--- src/rtl/sram_like_arbiter_if.sv ---
// Bus bundle for the N-to-1 SRAM-like arbiter: per-channel master signals and the single
// merged slave port.
interface sram_like_arbiter_if #(
    parameter int unsigned NUM_CH = 2,
    parameter int unsigned ADDR_W = 32,
    parameter int unsigned DATA_W = 32
) ();
    logic [NUM_CH-1:0]          m_req;
    logic [NUM_CH-1:0]          m_wr;
    logic [2*NUM_CH-1:0]        m_size;
    logic [NUM_CH*DATA_W/8-1:0] m_wstrb;
    logic [NUM_CH*ADDR_W-1:0]   m_addr;
    logic [NUM_CH*DATA_W-1:0]   m_wdata;
    logic [NUM_CH-1:0]          m_addr_ok;
    logic [NUM_CH-1:0]          m_data_ok;
    logic [DATA_W-1:0]          m_rdata;

    logic                       s_req;
    logic                       s_wr;
    logic [1:0]                 s_size;
    logic [DATA_W/8-1:0]        s_wstrb;
    logic [ADDR_W-1:0]          s_addr;
    logic [DATA_W-1:0]          s_wdata;
    logic                       s_addr_ok;
    logic                       s_data_ok;
    logic [DATA_W-1:0]          s_rdata;

    modport master (
        output m_req, m_wr, m_size, m_wstrb, m_addr, m_wdata,
        input  m_addr_ok, m_data_ok, m_rdata
    );

    modport slave (
        input  s_req, s_wr, s_size, s_wstrb, s_addr, s_wdata,
        output s_addr_ok, s_data_ok, s_rdata
    );

    modport arb (
        input  m_req, m_wr, m_size, m_wstrb, m_addr, m_wdata,
        output m_addr_ok, m_data_ok, m_rdata,
        output s_req, s_wr, s_size, s_wstrb, s_addr, s_wdata,
        input  s_addr_ok, s_data_ok, s_rdata
    );
endinterface

--- src/rtl/sram_like_arbiter.sv ---
// Round-robin N-to-1 arbiter for the SRAM-like req/addr_ok/data_ok bus; an in-order ID
// FIFO steers each slave response back to the channel that issued it.
module sram_like_arbiter #(
    parameter int unsigned NUM_CH          = 2,
    parameter int unsigned ADDR_W          = 32,
    parameter int unsigned DATA_W          = 32,
    parameter int unsigned MAX_OUTSTANDING = 4
) (
    input  logic                               clk,
    input  logic                               rst,
    sram_like_arbiter_if.arb                   bus,
    output logic [$clog2(MAX_OUTSTANDING):0]   outstanding,
    output logic                               resp_err
);
    localparam int unsigned IdW   = $clog2(NUM_CH);
    localparam int unsigned PtrW  = $clog2(MAX_OUTSTANDING);
    localparam int unsigned CntW  = PtrW + 1;
    localparam int unsigned StrbW = DATA_W / 8;

    typedef enum logic [0:0] {StArb, StLock} state_e;

    state_e          state_q, state_d;
    logic [IdW-1:0]  lock_id_q, lock_id_d;
    logic [IdW-1:0]  rr_ptr_q, rr_ptr_d;
    logic [IdW-1:0]  fifo_q [MAX_OUTSTANDING];
    logic [IdW-1:0]  fifo_d [MAX_OUTSTANDING];
    logic [PtrW-1:0] rd_ptr_q, rd_ptr_d;
    logic [PtrW-1:0] wr_ptr_q, wr_ptr_d;
    logic [CntW-1:0] count_q, count_d;
    logic            resp_err_q, resp_err_d;

    logic [IdW-1:0]  gnt;
    logic            gnt_vld;
    logic            sel_req;
    logic            issue_req;
    logic            full, empty, push, pop;
    int unsigned     idx;

    assign full  = (count_q == CntW'(MAX_OUTSTANDING));
    assign empty = (count_q == '0);

    // While locked the grant is frozen so the slave sees stable fields until addr_ok.
    always_comb begin
        gnt     = rr_ptr_q;
        gnt_vld = 1'b0;
        idx     = 0;
        if (state_q == StLock) begin
            gnt     = lock_id_q;
            gnt_vld = 1'b1;
        end else begin
            for (int unsigned k = 0; k < NUM_CH; k++) begin
                idx = (32'(rr_ptr_q) + k) % NUM_CH;
                if (!gnt_vld && bus.m_req[idx]) begin
                    gnt     = IdW'(idx);
                    gnt_vld = 1'b1;
                end
            end
        end
    end

    always_comb begin
        sel_req     = 1'b0;
        bus.s_wr    = 1'b0;
        bus.s_size  = '0;
        bus.s_wstrb = '0;
        bus.s_addr  = '0;
        bus.s_wdata = '0;
        for (int unsigned i = 0; i < NUM_CH; i++) begin
            if (gnt == IdW'(i)) begin
                sel_req     = bus.m_req[i];
                bus.s_wr    = bus.m_wr[i];
                bus.s_size  = bus.m_size[2*i +: 2];
                bus.s_wstrb = bus.m_wstrb[StrbW*i +: StrbW];
                bus.s_addr  = bus.m_addr[ADDR_W*i +: ADDR_W];
                bus.s_wdata = bus.m_wdata[DATA_W*i +: DATA_W];
            end
        end
    end

    // Reset gates the request combinationally so the slave sees nothing while rst is high.
    assign issue_req   = ~rst & gnt_vld & sel_req & ~full;
    assign bus.s_req   = issue_req;
    assign push        = issue_req & bus.s_addr_ok;
    assign pop         = ~rst & bus.s_data_ok & ~empty;
    assign bus.m_rdata = bus.s_rdata;

    always_comb begin
        bus.m_addr_ok = '0;
        bus.m_data_ok = '0;
        for (int unsigned i = 0; i < NUM_CH; i++) begin
            bus.m_addr_ok[i] = push && (gnt == IdW'(i));
            bus.m_data_ok[i] = pop && (fifo_q[rd_ptr_q] == IdW'(i));
        end
    end

    always_comb begin
        state_d    = state_q;
        lock_id_d  = lock_id_q;
        rr_ptr_d   = rr_ptr_q;
        fifo_d     = fifo_q;
        wr_ptr_d   = wr_ptr_q;
        rd_ptr_d   = rd_ptr_q;
        resp_err_d = resp_err_q;
        if (push) begin
            fifo_d[wr_ptr_q] = gnt;
            wr_ptr_d         = wr_ptr_q + 1'b1;
            rr_ptr_d         = (gnt == IdW'(NUM_CH - 1)) ? '0 : gnt + 1'b1;
            state_d          = StArb;
        end else if (issue_req) begin
            state_d   = StLock;
            lock_id_d = gnt;
        end
        if (pop) begin
            rd_ptr_d = rd_ptr_q + 1'b1;
        end
        if (bus.s_data_ok && empty) begin
            resp_err_d = 1'b1;
        end
        count_d = count_q + CntW'(push) - CntW'(pop);
    end

    always_ff @(posedge clk or posedge rst) begin
        if (rst) begin
            state_q    <= StArb;
            lock_id_q  <= '0;
            rr_ptr_q   <= '0;
            fifo_q     <= '{default: '0};
            wr_ptr_q   <= '0;
            rd_ptr_q   <= '0;
            count_q    <= '0;
            resp_err_q <= 1'b0;
        end else begin
            state_q    <= state_d;
            lock_id_q  <= lock_id_d;
            rr_ptr_q   <= rr_ptr_d;
            fifo_q     <= fifo_d;
            wr_ptr_q   <= wr_ptr_d;
            rd_ptr_q   <= rd_ptr_d;
            count_q    <= count_d;
            resp_err_q <= resp_err_d;
        end
    end

    assign outstanding = count_q;
    assign resp_err    = resp_err_q;
endmodule

--- src/flat_wrapper.sv ---
// flat-port wrapper written by rule: the top's interface ports become plain ports
module sram_like_arbiter_flat 
#(
    parameter int unsigned NUM_CH          = 2,
    parameter int unsigned ADDR_W          = 32,
    parameter int unsigned DATA_W          = 32,
    parameter int unsigned MAX_OUTSTANDING = 4
)
  (clk, rst, outstanding, resp_err, bus_m_req, bus_m_wr, bus_m_size, bus_m_wstrb, bus_m_addr, bus_m_wdata, bus_m_addr_ok, bus_m_data_ok, bus_m_rdata, bus_s_req, bus_s_wr, bus_s_size, bus_s_wstrb, bus_s_addr, bus_s_wdata, bus_s_addr_ok, bus_s_data_ok, bus_s_rdata);
  sram_like_arbiter_if #(.NUM_CH(NUM_CH), .ADDR_W(ADDR_W), .DATA_W(DATA_W)) bus_i ();
  input  logic clk;
  input  logic rst;
  output logic [$clog2(MAX_OUTSTANDING):0] outstanding;
  output logic resp_err;
  input wire logic [$bits(bus_i.m_req)-1:0] bus_m_req;
  input wire logic [$bits(bus_i.m_wr)-1:0] bus_m_wr;
  input wire logic [$bits(bus_i.m_size)-1:0] bus_m_size;
  input wire logic [$bits(bus_i.m_wstrb)-1:0] bus_m_wstrb;
  input wire logic [$bits(bus_i.m_addr)-1:0] bus_m_addr;
  input wire logic [$bits(bus_i.m_wdata)-1:0] bus_m_wdata;
  output wire logic [$bits(bus_i.m_addr_ok)-1:0] bus_m_addr_ok;
  output wire logic [$bits(bus_i.m_data_ok)-1:0] bus_m_data_ok;
  output wire logic [$bits(bus_i.m_rdata)-1:0] bus_m_rdata;
  output wire logic [$bits(bus_i.s_req)-1:0] bus_s_req;
  output wire logic [$bits(bus_i.s_wr)-1:0] bus_s_wr;
  output wire logic [$bits(bus_i.s_size)-1:0] bus_s_size;
  output wire logic [$bits(bus_i.s_wstrb)-1:0] bus_s_wstrb;
  output wire logic [$bits(bus_i.s_addr)-1:0] bus_s_addr;
  output wire logic [$bits(bus_i.s_wdata)-1:0] bus_s_wdata;
  input wire logic [$bits(bus_i.s_addr_ok)-1:0] bus_s_addr_ok;
  input wire logic [$bits(bus_i.s_data_ok)-1:0] bus_s_data_ok;
  input wire logic [$bits(bus_i.s_rdata)-1:0] bus_s_rdata;
  assign bus_i.m_req = bus_m_req;
  assign bus_i.m_wr = bus_m_wr;
  assign bus_i.m_size = bus_m_size;
  assign bus_i.m_wstrb = bus_m_wstrb;
  assign bus_i.m_addr = bus_m_addr;
  assign bus_i.m_wdata = bus_m_wdata;
  assign bus_m_addr_ok = bus_i.m_addr_ok;
  assign bus_m_data_ok = bus_i.m_data_ok;
  assign bus_m_rdata = bus_i.m_rdata;
  assign bus_s_req = bus_i.s_req;
  assign bus_s_wr = bus_i.s_wr;
  assign bus_s_size = bus_i.s_size;
  assign bus_s_wstrb = bus_i.s_wstrb;
  assign bus_s_addr = bus_i.s_addr;
  assign bus_s_wdata = bus_i.s_wdata;
  assign bus_i.s_addr_ok = bus_s_addr_ok;
  assign bus_i.s_data_ok = bus_s_data_ok;
  assign bus_i.s_rdata = bus_s_rdata;
  sram_like_arbiter #(.NUM_CH(NUM_CH), .ADDR_W(ADDR_W), .DATA_W(DATA_W), .MAX_OUTSTANDING(MAX_OUTSTANDING)) u_core (.clk(clk), .rst(rst), .bus(bus_i), .outstanding(outstanding), .resp_err(resp_err));
endmodule
--- config.mk ---
export PLATFORM = sky130hd
export DESIGN_NAME = sram_like_arbiter_flat
export DESIGN_NICKNAME = d
export VERILOG_FILES = /design/src/rtl/sram_like_arbiter_if.sv /design/src/rtl/sram_like_arbiter.sv /design/src/flat_wrapper.sv
export SDC_FILE = /design/constraint.sdc
export NUM_CORES = 1
export LEC_CHECK = 0
export ABC_AREA = 1
export ABC_CLOCK_PERIOD_IN_PS = 5960
export BUFFER_PORTS_ARGS = -buffer_cell sky130_fd_sc_hd__buf_4
export CAP_MARGIN = 10
export CELL_PAD_IN_SITES_DETAIL_PLACEMENT = 1
export CELL_PAD_IN_SITES_GLOBAL_PLACEMENT = 2
export CORE_MARGIN = 3
export CORE_UTILIZATION = 12
export CTS_CLUSTER_SIZE = 24
export DETAILED_ROUTE_END_ITERATION = 10
export HOLD_SLACK_MARGIN = 0.02
export MAX_ROUTING_LAYER = met4
export PLACE_DENSITY = 0.95
export SKIP_LAST_GASP = 1
export SLEW_MARGIN = 20
export SYNTH_ARGS = -nofsm -noshare
export SYNTH_HDL_FRONTEND = slang
export SYNTH_SLANG_ARGS = --single-unit
--- constraint.sdc ---
create_clock -name clk -period 5.96 [get_ports clk]
set_clock_uncertainty 0.05 [all_clocks]
set_input_delay 1.192 -clock clk [delete_from_list [all_inputs] [get_ports clk]]
set_output_delay 1.192 -clock clk [all_outputs]
set_load 0.005 [all_outputs]
After elaboration in Yosys (flattened, before gate mapping). Index checks and enable logic that the tools add are counted.

Flip-flop bits (word level): 15. Input bits: 180. Output and inout bits: 112. Word-level logic and storage cells: 73.

Add/subtract/negate cells: 6. $lt $le $gt $ge: 5. Equality and inequality tests: 1. Multiplexer cells: 25. Bitwise operators: 14. Reduce and logical (&&, ||, !) cells: 11.

Operator list (number): $mux 32 (2); $mux 1 (18); $logic_and 1x1->1 (7); $and 1x1->1 (6); $ge 3x3->1 const B (2); $not 1->1 (6); $not 2->3 (2); $add 2x1->2 const B (2); $bwmux 4 (1); $lt 1x2->1 const B (2); $mux 4 (1); $add 3x1->3 (1); $eq 3x3->1 const B (1); $logic_not 3->1 (1); $lt 3x1->1 const B (1); $sub 3x1->3 (1); $add 1x1->1 const B (2); $bmux 1 s2 (1); $demux 1 s2 (1); $mux 2 (1); $reduce_and 2->1 (1); $reduce_bool 2->1 (1); $logic_not 1->1 (1).

Logic depth before layout (Yosys ltp). Gate-level depths: netlist of run 1.

Depth in word-level cells: 14. Depth in mapped cells: 12. Depth with buffers taken out: 12.

Least setup slack after synthesis of run 1. Ideal clock, no wire load.

Kind: input port to output port. Start point: input bus_m_req[1]. End point: output bus_s_addr[19]. Arrival: 1907 ps. Data required time: 4718 ps. Setup slack: 2811 ps. Stages: 8. Buffers on the path: 2. Cell sequence: nor2_1 nor2_1 nand2_2 nand2_2 buf_4 buf_6 nand2_1 nand2_1.

Longest elaborated chain between the ends: 9. Elaborated cells between the ends (all ways): 11. Classes of those cells: mux (9); reduce/logical (2).

Ends and longest elaborated chain: start: declaration (RTL line flat_wrapper.sv:15) `input wire logic [$bits(bus_i.m_req)-1:0] bus_m_req;`; $mux 1 (not written as such) (2 in series) (RTL line sram_like_arbiter.sv:53) `if (!gnt_vld && bus.m_req[idx]) begin`; $mux 1 (RTL line sram_like_arbiter.sv:53); $mux 1 (RTL line sram_like_arbiter.sv:47) `if (state_q == StLock) begin`; $logic_not 1->1 (RTL line sram_like_arbiter.sv:53); $logic_and 1x1->1 * (RTL line sram_like_arbiter.sv:53); $mux 1 * (RTL line sram_like_arbiter.sv:53); $mux 1 * (RTL line sram_like_arbiter.sv:47); $mux 32 * (RTL line sram_like_arbiter.sv:69) `if (gnt == IdW'(i)) begin`; end: declaration (RTL line flat_wrapper.sv:28) `output wire logic [$bits(bus_i.s_addr)-1:0] bus_s_addr;`.

Mark *: on every way between the ends. The rest lies on a longest branch, timed or not. The select of a mux whose other input is x is not followed.

Worst setup path in the final report of run 1.
Start point: input bus_m_req[1]. End point: output bus_s_addr[6].

The elaborated chain is that of the path after synthesis.

==> qor.tcl, run 1 <==
set qor(run_status) {completed}
set qor(synthCells) 363
set qor(syn_to_final_growth_pct) 86.1
set qor(synth_flop_cell) {sky130_fd_sc_hd__dfrtp_1}
set qor(postCtsHoldBufs) 0
set qor(synth-simple-area-share) 0.516
set qor(multi_input_comb_area_mm2) 0.00120
set qor(setup.worst_path.start) {bus_m_req[1]}
set qor(drt-initial-drc-count) 65
set qor(route.detailed.drc) 0
set qor(yosys_warnings) 0
set qor(die_area_mm2) 0.0182
set qor(synth.cells.most_frequent) {238 x sky130_fd_sc_hd__nand2_1, 33 x sky130_fd_sc_hd__buf_4, 16 x sky130_fd_sc_hd__inv_1}
set qor(fmaxAchievable_mhz) 243
set qor(timing.final.crit_period_ps) 4120
set qor(overflow) 0
set qor(min_delay_endpoint) {u_core.fifo_q[0]}
set qor(cts_made_buffers) 3
set qor(critical_path_type) {in -> out}
set qor(synth_area_per_cell_um2) 5.49
set qor(postRouteAntennaNets) 0
set qor(gr-usage-all-layers) 0.0940
set qor(antennaDiodeCount) 0
set qor(setup_violations) 0
set qor(place_area_mm2) 0.00363
set qor(worst_r2r_endpoint) {u_core.outstanding[2]}
set qor(startpoint_type) {input pin}
set qor(setup_tns_ps) 0
set qor(place.port_buffers) 227
set qor(floorplan.rows) 46
set qor(worst-endpoint-arrival_ps) 2880
set qor(fin_cells) 763
set qor(timing.final.ws_setup_ps) 1840
set qor(worst_r2r_path_depth) 13
set qor(synth_enable_flop_cells) 0
set qor(detailroute.via_count) 2863
set qor(power_per_cell_area_mw_per_mm2) 369
set qor(hold_viol_final) 0
set qor(rrSetupSlack_ps) 3190
set qor(tightest_slew_ps) 805
set qor(irDropWorstVdd_mv) 0.196
set qor(clock-sinks) 15
set qor(clk_latency_ps) 240
set qor(fp.dieH_um) 135
set qor(initial_core_utilization) 0.124
set qor(die_w_um) 135
set qor(synth-seq-area-share) 0.188
set qor(total_power_mw) 1.37
set qor(min_path_type) {reg -> reg}
set qor(yosys.cell_count.top_type) {sky130_fd_sc_hd__nand2_1}
set qor(htree_levels) 1
set qor(dp.final_hpwl_mm) 7.55
set qor(preCtsSetupSlack_ps) 1760
set qor(timing.max_slew.rel_slack) 0.463
set qor(vias_per_cell) 3.75
set qor(max_cap_viol_count) 0
set qor(sequential_cell_area_um2) 375
set qor(layout.nets) 735
set qor(dp_cells) 759
set qor(routabilityCongestion) 0.708
set qor(leakage_nw) 2.23
set qor(core_region_area_mm2) 0.0161
set qor(tritoncts_clock_tree) {yes}
set qor(end_kind) {output pin}
set qor(synth-compound-area-share) 0.0257
set qor(worst_r2r_startpoint) {u_core.rr_ptr_q}
set qor(slew_violations) 0
set qor(synthesis.nets) 550
set qor(layout_worst_path_cycle_share) 0.691
set qor(ys_seq_elements) 15
set qor(synth_mux_area_frac) 0
set qor(synth-xor-area-share) 0.0132
set qor(post_synthesis_cell_area_mm2) 0.00199
set qor(fillers) 2052
set qor(grt_antenna_before_repair) 0
set qor(avgRoutedWirePerCell_um) 11.9
set qor(cts-root-to-sink-buffers) 2
set qor(worst-endpoint-required_ps) 4720
set qor(main_combinational_cell_family_by_area_after_synthesis) {simple AND/OR/NAND/NOR gates}
set qor(synthTopCellsByArea) {sky130_fd_sc_hd__nand2_1 45%, sky130_fd_sc_hd__dfrtp_1 19%, sky130_fd_sc_hd__buf_4 12%, sky130_fd_sc_hd__ha_1 3.8%, sky130_fd_sc_hd__buf_2 3.0%}
set qor(holdCritStartpoint) {u_core.fifo_q[0]}
set qor(post_cts.resized_instances) 0
set qor(drt-pass1-iter-count) 4
set qor(postLayoutCellArea_mm2) 0.00371
set qor(first_global_vias) 2905
set qor(grt_start_max_net_pins) 79
set qor(asyncSetResetFlopFracSynth) 1.00
set qor(top_ports) 292
set qor(synth_cell_type_count) 25
set qor(synth_largest_type_area_fraction) 0.448
set qor(worstHoldPathCells) 2
set qor(worstPathMaxFanout) 38
set qor(grt_first_pass_wirelength_mm) 13.8
set qor(cts_root_buf) {sky130_fd_sc_hd__clkbuf_16}
set qor(drive_gt1_frac) 0.437
set qor(synth-adder-area-share) 0.0477
set qor(clk_slew_on_worst_s_h_paths_ps) 50
set qor(synthDominantAreaCellType) {sky130_fd_sc_hd__nand2_1}
set qor(rsz_0062_raised_after_global_routing) {false}
set qor(sum_of_routed_wire_length_over_all_layers_mm) 9.08
set qor(post_cts_buffers) 0
-- cell families (layout without fill, tap and decap cells) --
logic type | count (synthesis) | in the layout
AOI/OAI and AO/OA | 8 | 8
DFF | 15 | 15
xor gates and xnor gates | 3 | 3
adders and majority gates | 7 | 7
and+or+nand+nor | 264 | 264
buffers and inverters | 66 | 250
-- per-layer routing --
layer  global-route usage  wire [µm]  part of all wire  up-vias
li1                     -          -                 -     1422
met1                0.111       3580              0.39     1272
met2                0.158       4410              0.49      151
met3               0.0257        924              0.10       18
met4               0.0255        159             0.018        0
met5                    -          0                 0        -
-- worst max-delay path: stages --
cell and delay [ps]:
sky130_fd_sc_hd__buf_4 120, sky130_fd_sc_hd__nor2_1 80, sky130_fd_sc_hd__nor2_1 50, sky130_fd_sc_hd__nand2_2 80, sky130_fd_sc_hd__nand2_2 60, sky130_fd_sc_hd__inv_2 460, sky130_fd_sc_hd__buf_4 480, sky130_fd_sc_hd__nand2_1 100
sky130_fd_sc_hd__nand2_1 110, sky130_fd_sc_hd__buf_4 120
-- registers in the layout (all words and copies together), names as in the netlist --
register            count
u_core.fifo_q           4
u_core.lock_id_q        1
u_core.outstanding      3
u_core.rd_ptr_q         2
u_core.resp_err         1
u_core.rr_ptr_q         1
u_core.state_q          1
u_core.wr_ptr_q         2
-- report_power, final --
| group | switching [mW] | internal, mW |
|---|---|---|
| Sequential | 0.0400 | 0.152 |
| Clock | 0.0388 | 0.0904 |
| Combinational | 0.539 | 0.507 |
-- cell type report --
| cell class | instances | share of cell area |
|---|---|---|
| timing repair buffer | 229 | 0.464 |
| multi-input combinational | 282 | 0.324 |
| sequential | 15 | 0.101 |
| tap | 216 | 0.0729 |
| clock buffer | 4 | 0.0213 |
| inverter | 17 | 0.0172 |
-- through the flow --
step	hold WS, ps	utilization
after global routing	453	0.231
final	421	0.231
after global placement	407	0.226
after detailed placement	416	0.226
after CTS	423	0.231
after floorplan	392	-
-- worst max path at each step --
stage,slack (ps),end
after floorplan,2810,bus_s_addr[19]
after global placement,1770,bus_s_addr[6]
after detailed placement,1760,bus_s_addr[6]
after CTS,1750,bus_s_addr[6]
after global routing,1620,bus_s_wdata[31]
final,1840,bus_s_addr[6]
-- layout by cell type (no fill, tap or decap), types with 2 or more instances in the layout --
master                      count
sky130_fd_sc_hd__nand2_1      238
sky130_fd_sc_hd__buf_4        229
sky130_fd_sc_hd__inv_1         16
sky130_fd_sc_hd__dfrtp_1       15
sky130_fd_sc_hd__nor2_1        10
sky130_fd_sc_hd__nand3_1        6
sky130_fd_sc_hd__ha_1           6
sky130_fd_sc_hd__nand4_1        4
sky130_fd_sc_hd__nand2_2        3
sky130_fd_sc_hd__clkbuf_16      3
sky130_fd_sc_hd__a21oi_1        2
sky130_fd_sc_hd__xor2_1         2
(Power assumes the default switching activity.)
==> inputs of run 2 (changes only) <==
--- a/config.mk
+++ b/config.mk
@@ -5,19 +5,19 @@
 export SDC_FILE = /design/constraint.sdc
 export NUM_CORES = 1
 export LEC_CHECK = 0
-export ABC_AREA = 1
-export ABC_CLOCK_PERIOD_IN_PS = 5960
+export ABC_AREA = 0
+export ABC_CLOCK_PERIOD_IN_PS = 3640
 export BUFFER_PORTS_ARGS = -buffer_cell sky130_fd_sc_hd__buf_4
 export CAP_MARGIN = 10
 export CELL_PAD_IN_SITES_DETAIL_PLACEMENT = 1
 export CELL_PAD_IN_SITES_GLOBAL_PLACEMENT = 2
 export CORE_MARGIN = 3
-export CORE_UTILIZATION = 12
+export CORE_UTILIZATION = 14
 export CTS_CLUSTER_SIZE = 24
 export DETAILED_ROUTE_END_ITERATION = 10
 export HOLD_SLACK_MARGIN = 0.02
 export MAX_ROUTING_LAYER = met4
-export PLACE_DENSITY = 0.95
+export PLACE_DENSITY = 0.86
 export SKIP_LAST_GASP = 1
 export SLEW_MARGIN = 20
 export SYNTH_ARGS = -nofsm -noshare
==> constraint.sdc (replaced) <==
create_clock -name clk -period 3.64 [get_ports clk]
set_clock_uncertainty 0.05 [all_clocks]
set_input_delay 0.728 -clock clk [delete_from_list [all_inputs] [get_ports clk]]
set_output_delay 0.728 -clock clk [all_outputs]
set_load 0.005 [all_outputs]
==> run 2 against run 1 <==
Effect of this change:
- synthesized area up 15%
- global-route usage up 0.81 points
- largest cell class unchanged
- flip-flop and latch count unchanged
- register-to-register slack worse by 1800 ps
- non-clock buffer count up 2
- setup slack worse by 1400 ps
- synthesized cell count down 50%
- clock power up 67%
- routed wire length up 6.7%
- sequential share of layout area down 0.70 points
- critical path depth down 3
- largest power group unchanged
==> qor.tcl, run 2 <==
set qor(floorplan.rows) 46 ;# unchanged
set qor(asyncSetResetFlopFracSynth) 1.00 ;# unchanged
set qor(place.port_buffers) 227 ;# unchanged
set qor(tritoncts_clock_tree) {yes}
set qor(grt_antenna_before_repair) 0 ;# unchanged
set qor(critPathSlowestCell) {sky130_fd_sc_hd__mux2_4}
set qor(timing.final.crit_period_ps) 3160
set qor(final.hold.worst_slack_ps) 408 ;# -13.0 ps
set qor(slew_violations) 0 ;# unchanged
set qor(worst_r2r_endpoint) {u_core.outstanding[2]}
set qor(overflow) 0 ;# unchanged
set qor(synthCells) 181 ;# -50%
set qor(fp.dieH_um) 134 ;# -0.87%
set qor(topRoutingLayerUsed) {met4}
set qor(core_region_area_mm2) 0.0159 ;# -0.72%
set qor(post_cts.resized_instances) 0 ;# unchanged
set qor(synth_largest_type_area_fraction) 0.460 ;# +0.0121
set qor(synth_cell_type_count) 28 ;# +12%
set qor(avgRoutedWirePerCell_um) 16.4 ;# +38%
set qor(critical_path_type) {in -> out}
set qor(synth_area_per_cell_um2) 12.6 ;# +130%
set qor(drive_gt1_frac) 0.834 ;# +0.397
set qor(cts-root-to-sink-buffers) 2 ;# unchanged
set qor(met2WireLength_mm) 4.86 ;# +10%
set qor(yosys.cell_count.top_type) {sky130_fd_sc_hd__mux2_4}
set qor(setup_tns_ps) 0 ;# unchanged
set qor(clk_slew_on_worst_s_h_paths_ps) 50 ;# about the same
set qor(power_per_cell_area_mw_per_mm2) 636 ;# +72%
set qor(worstPathMaxFanout) 28 ;# -26%
set qor(fmaxAchievable_mhz) 316
set qor(timing.max_slew.rel_slack) 0.594 ;# +0.131
set qor(synthTopCellsByArea) {sky130_fd_sc_hd__mux2_4 46%, sky130_fd_sc_hd__dfrtp_1 16%, sky130_fd_sc_hd__buf_4 11%, sky130_fd_sc_hd__buf_12 7.0%, sky130_fd_sc_hd__ha_1 3.3%}
set qor(hold_viol_final) 0 ;# unchanged
set qor(drt-initial-drc-count) 30 ;# -54%
set qor(worst_r2r_path_depth) 10 ;# -3
set qor(run_status) {completed}
set qor(leakage_nw) 2.13 ;# -4.2%
set qor(clock-sinks) 15 ;# unchanged
set qor(postCtsHoldBufs) 0 ;# unchanged
set qor(cts_root_buf) {sky130_fd_sc_hd__clkbuf_16}
set qor(worstPathCellList) {buf_4 > inv_1 > maj3_2 > mux2_4 > buf_12 > mux2_4 > buf_4}
set qor(post_synthesis_cell_area_mm2) 0.00228 ;# +15%
set qor(rrSetupSlack_ps) 1350 ;# -1840 ps
set qor(htree_levels) 1 ;# unchanged
set qor(clk_latency_ps) 250 ;# about the same
set qor(worst_r2r_startpoint) {u_core.outstanding[1]}
set qor(max_cap_viol_count) 0 ;# unchanged
set qor(rsz_0062_raised_after_global_routing) {false}
set qor(dr_wl_met3_mm) 1.02 ;# +11%
set qor(top_ports) 292 ;# unchanged
set qor(postRouteAntennaNets) 0 ;# unchanged
set qor(multi_input_comb_area_mm2) 0.00146 ;# +22%
set qor(layout.cells.most_common_list) {229 x sky130_fd_sc_hd__buf_4, 70 x sky130_fd_sc_hd__mux2_4, 15 x sky130_fd_sc_hd__dfrtp_1}
set qor(detailroute.via_count) 2171 ;# -24%
set qor(min_path_type) {reg -> reg}
set qor(worstHoldPathCells) 1 ;# -1
set qor(end_kind) {output pin}
set qor(layout.nets) 562 ;# -24%
set qor(synthDominantAreaCellType) {sky130_fd_sc_hd__mux2_4}
set qor(synth-seq-area-share) 0.164 ;# -0.0239
set qor(register_name_with_the_most_flops) {u_core.fifo_q}
set qor(layout_worst_path_cycle_share) 0.869
set qor(max_stage_delay_on_crit_path_ps) 450 ;# -30 ps
set qor(largest_reg_flops) 4 ;# unchanged
set qor(worst-endpoint-required_ps) 2860 ;# -1860 ps
set qor(ys_seq_elements) 15 ;# unchanged
set qor(synth_flop_cell) {sky130_fd_sc_hd__dfrtp_1}
set qor(holdCritStartpoint) {u_core.resp_err}
set qor(synthesis.nets) 368 ;# -33%
set qor(die_w_um) 134 ;# -0.87%
set qor(setup_violations) 0 ;# unchanged
set qor(worst-endpoint-arrival_ps) 2380 ;# -500 ps
set qor(grt_first_pass_wirelength_mm) 14.2 ;# +2.6%
set qor(synth.cells.most_frequent) {70 x sky130_fd_sc_hd__mux2_4, 32 x sky130_fd_sc_hd__buf_4, 15 x sky130_fd_sc_hd__dfrtp_1}
set qor(antennaDiodeCount) 0 ;# unchanged
set qor(fillers) 1860 ;# -9.4%
set qor(cts_made_buffers) 3 ;# unchanged
set qor(vias_per_cell) 3.68 ;# -1.9%
set qor(post_cts_buffers) 0 ;# unchanged
set qor(syn_to_final_growth_pct) 74.4
set qor(yosys_warnings) 0 ;# unchanged
set qor(route.detailed.drc) 0 ;# unchanged
set qor(tightest_slew_ps) 592 ;# -214 ps
set qor(first_global_vias) 2351 ;# -19%
set qor(most_common_cell_after_layout_fill_and_taps_aside) {sky130_fd_sc_hd__buf_4}
set qor(min_delay_endpoint) {u_core.resp_err}
set qor(startpoint_type) {input pin}
set qor(synth_enable_flop_cells) 0 ;# unchanged
set qor(dp.final_hpwl_mm) 8.33 ;# +10%
set qor(die_area_mm2) 0.0179 ;# -1.7%
set qor(sequential_cell_area_um2) 375 ;# unchanged
set qor(drt-pass1-iter-count) 4 ;# unchanged
set qor(grt_start_max_net_pins) 29 ;# -63%
set qor(met1_length_mm) 3.74 ;# +4.5%
set qor(gr-usage-all-layers) 0.102 ;# +0.00811
set qor(sum_of_routed_wire_length_over_all_layers_mm) 9.69 ;# +6.7%
set qor(routabilityCongestion) 0.746 ;# +5.5%
set qor(irDropWorstVdd_mv) 0.414 ;# +110%
set qor(initial_core_utilization) 0.143 ;# +0.0191
run 2: cell count changes after synthesis, sizes merged, moves of 3 or more:
cell   delta
nand2   -239
nor2      -8
xnor2     +3
o21ai     -3
a41oi     +4
mux2     +74
nand4     -4
buf       -8
inv       -7
a31oi     +4
nand3     -7
run 2: metrics by stage:
stage,instances,worst slack [ps],power (mW),instance area (µm²),utilization
floorplan,181,949,1.72,2280,-
global placement,586,513,2.30,3900,0.245
detailed placement,586,478,2.35,3900,0.245
CTS,590,473,2.58,3980,0.250
global route,590,433,2.71,3980,0.250
finish,590,478,2.53,3980,0.250
run 2: per-layer routing:
metal	GRT usage	vias up
li1	-	991
met1	0.117	1020
met5	-	-
met4	0.0154	0
met2	0.173	154
met3	0.0385	6
run 2: layout make-up:
type | instances | area share
Timing Repair Buffer | 231 | 0.442
Clock buffer | 4 | 0.0198
Inverter | 10 | 0.00943
Sequential cell | 15 | 0.0943
Tap cell | 216 | 0.0679
Multi-Input combinational cell | 114 | 0.367
run 2: worst max-delay path by stage:
stage	startpoint	to	slack [ps]	cells after the start
final	bus_m_req[0]	bus_s_addr[9]	480	7
after global routing	bus_m_req[0]	bus_s_addr[9]	430	7
after CTS	bus_m_req[0]	bus_s_addr[9]	470	7
after detailed placement	bus_m_req[0]	bus_s_addr[9]	480	7
after global placement	bus_m_req[1]	bus_s_wdata[27]	510	6
after floorplan	bus_m_req[0]	bus_s_addr[0]	950	6
run 2: report_power, final:
group          total (mW)  switching [mW]  internal [mW]
clock network       0.216          0.0675          0.148
logic                1.98           0.739           1.24
registers           0.336          0.0833          0.253
run 2: worst max-delay path, delay by kind of cell:
family     cells  cell delay, ps
buf+inv        4             540
fa+ha+maj      1             300
mux            2             770
run 2: logic make-up after synthesis:
logic type               Yosys count  share of synthesized area
multiplexers                      77                      0.499
AO/OA/AOI/OAI                     13                     0.0499
XOR/XNOR                           5                     0.0192
AND/OR/NAND/NOR                   11                     0.0258
buffers and inverters             52                      0.196
flip-flops                        15                      0.164
adder cells (fa/ha/maj)            8                     0.0466
==> inputs of run 3 (changes only) <==
--- a/config.mk
+++ b/config.mk
@@ -11,6 +11,7 @@
 export CAP_MARGIN = 10
 export CELL_PAD_IN_SITES_DETAIL_PLACEMENT = 1
 export CELL_PAD_IN_SITES_GLOBAL_PLACEMENT = 2
+export CORE_ASPECT_RATIO = 2
 export CORE_MARGIN = 3
 export CORE_UTILIZATION = 14
 export CTS_CLUSTER_SIZE = 24
==> run 3 against run 2 <==
Effect of this change:
- flip-flop and latch count did not move
- sequential power up 2%
- combinational power about the same
- via count rose by 2.0%
- clock power down 2%
- first-iteration DRC count is 3.3% higher
- largest power group unchanged
- highest routed layer unchanged
==> qor.tcl, run 3 (synthesis results as in run 2) <==
set qor(first_global_vias) 2404 ;# +2.3%
set qor(gr-usage-all-layers) 0.110 ;# +0.00771
set qor(grt_first_pass_wirelength_mm) 14.4 ;# +1.4%
set qor(global_route.usage.met3) 0.0476 ;# +0.00908
set qor(dp_cells) 570 ;# -2.7%
set qor(htree_levels) 1 ;# unchanged
set qor(register_name_with_the_most_flops) {u_core.fifo_q}
set qor(cts-root-to-sink-buffers) 2 ;# unchanged
set qor(layout_worst_path_cycle_share) 0.849 ;# -0.0201
set qor(run_status) {completed}
set qor(timing.final.crit_period_ps) 3090 ;# -73.0 ps
set qor(worst-endpoint-required_ps) 2860 ;# about the same
set qor(die_w_um) 96.3 ;# -28%
set qor(post_cts_buffers) 0 ;# unchanged
set qor(preCtsSetupSlack_ps) 574 ;# +96.5 ps
set qor(clock-sinks) 15 ;# unchanged
set qor(gr-usage-met2) 0.203 ;# +0.0294
set qor(layout.nets) 561 ;# -0.18%
set qor(worstPathMaxFanout) 69 ;# +150%
set qor(syn_to_final_growth_pct) 73.0
set qor(post_cts.resized_instances) 0 ;# unchanged
set qor(end_kind) {output pin}
set qor(clk_slew_on_worst_s_h_paths_ps) 50 ;# about the same
set qor(core_region_area_mm2) 0.0159 ;# -0.53%
set qor(fin_cells) 576 ;# -2.4%
set qor(grt_start_max_net_pins) 70 ;# +140%
set qor(most_common_cell_after_layout_fill_and_taps_aside) {sky130_fd_sc_hd__buf_4}
set qor(routabilityCongestion) 0.781 ;# +4.7%
set qor(place.port_buffers) 227 ;# unchanged
set qor(grt.busiest_layer) {met2}
set qor(worst-endpoint-arrival_ps) 2310 ;# -70 ps
set qor(postCtsHoldBufs) 0 ;# unchanged
set qor(cts_made_buffers) 3 ;# unchanged
set qor(tightest_slew_ps) 678 ;# +86.6 ps
set qor(grt_antenna_before_repair) 1 ;# +1
set qor(layout.cells.most_common_list) {229 x sky130_fd_sc_hd__buf_4, 70 x sky130_fd_sc_hd__mux2_4, 15 x sky130_fd_sc_hd__dfrtp_1}
set qor(clk_latency_ps) 250 ;# about the same
set qor(timing.final.ws_setup_ps) 551 ;# +73.0 ps
set qor(setup_violations) 0 ;# unchanged
set qor(avgRoutedWirePerCell_um) 18.7 ;# +14%
set qor(leakage_nw) 2.12 ;# -0.32%
set qor(drive_gt1_frac) 0.836 ;# +0.00224
set qor(cts_root_buf) {sky130_fd_sc_hd__clkbuf_16}
set qor(setup_tns_ps) 0 ;# unchanged
set qor(detailroute.via_count) 2214 ;# +2.0%
set qor(timing.max_slew.rel_slack) 0.535 ;# -0.0594
set qor(fp.dieH_um) 187 ;# +40%
set qor(sum_of_routed_wire_length_over_all_layers_mm) 10.8 ;# +11%
set qor(floorplan.rows) 65 ;# +41%
set qor(startpoint_type) {input pin}
set qor(max_cap_viol_count) 0 ;# unchanged
set qor(dp.final_hpwl_mm) 9.48 ;# +14%
set qor(initial_core_utilization) 0.144 ;# +0.000757
set qor(route.detailed.drc) 0 ;# unchanged
set qor(drt-initial-drc-count) 31 ;# +3.3%
set qor(slew_violations) 0 ;# unchanged
set qor(postRouteAntennaNets) 0 ;# unchanged
set qor(rsz_0062_raised_after_global_routing) {false}
set qor(vias_per_cell) 3.84 ;# +4.5%
set qor(critical_path_type) {in -> out}
set qor(power_per_cell_area_mw_per_mm2) 638 ;# +0.21%
set qor(drt-pass1-iter-count) 4 ;# unchanged
set qor(die_area_mm2) 0.0180 ;# +0.52%
set qor(fillers) 1843 ;# -0.91%
set qor(irDropWorstVdd_mv) 0.774 ;# +87%
set qor(top_ports) 292 ;# unchanged
set qor(hold_viol_final) 0 ;# unchanged
set qor(min_path_type) {reg -> reg}
set qor(fmaxAchievable_mhz) 324 ;# +2.4%
set qor(largest_reg_flops) 4 ;# unchanged
set qor(grtUsageMet1) 0.105 ;# -0.0121
set qor(fin_util) 0.249 ;# -0.000731
set qor(tritoncts_clock_tree) {yes}
set qor(overflow) 0 ;# unchanged
-- run 3: cell type report --
class,instances,area [µm²],area share
Timing Repair Buffer,230,1740,0.440
Sequential cell,15,375,0.0950
Tap cell,201,251,0.0637
Multi-Input combinational cell,114,1460,0.370
Antenna cell,2,5.00,0.00127
Inverter,10,37.5,0.00950
Clock inverter,1,5.00,0.00127
Clock buffer,3,75.1,0.0190
-- run 3: worst paths after layout --
| check | start | to | slack (ps) | cells past startpoint |
|---|---|---|---|---|
| worst max register to register | u_core.outstanding[2] | u_core.outstanding[2] | 1300 | 9 |
| worst min register to register | u_core.resp_err | u_core.resp_err | 420 | 1 |
| max in group asynchronous | rst | u_core.outstanding[1] | 2620 | 2 |
| worst max-delay path | bus_m_req[1] | bus_s_addr[26] | 550 | 6 |
| worst min-delay path | u_core.resp_err | u_core.resp_err | 420 | 1 |
| min in group asynchronous | rst | u_core.fifo_q[1] | 540 | 2 |
-- run 3: critical path, cell delays in order --
cell and delay [ps]:
sky130_fd_sc_hd__buf_4 120, sky130_fd_sc_hd__maj3_2 310, sky130_fd_sc_hd__mux2_4 320, sky130_fd_sc_hd__buf_12 230
sky130_fd_sc_hd__mux2_4 370, sky130_fd_sc_hd__buf_4 140
-- run 3: stage by stage --
stage	instance area [µm²]	power [mW]	hold WS, ps
2_1_floorplan	2280	1.72	401
3_3_place_gp	3860	2.27	392
3_5_place_dp	3860	2.33	413
4_1_cts	3950	2.56	426
5_1_grt	3950	2.70	459
6_report	3950	2.52	418
-- run 3: power breakdown --
part           switching (mW)  internal (mW)
clock network          0.0658          0.146
registers              0.0891          0.253
logic                   0.741           1.22
-- run 3: layer usage --
| layer | vias to the layer above | share of wire |
|---|---|---|
| met4 | 0 | 0.0054 |
| met3 | 6 | 0.16 |
| met5 | - | 0 |
| met2 | 199 | 0.51 |
| li1 | 993 | - |
| met1 | 1016 | 0.32 |
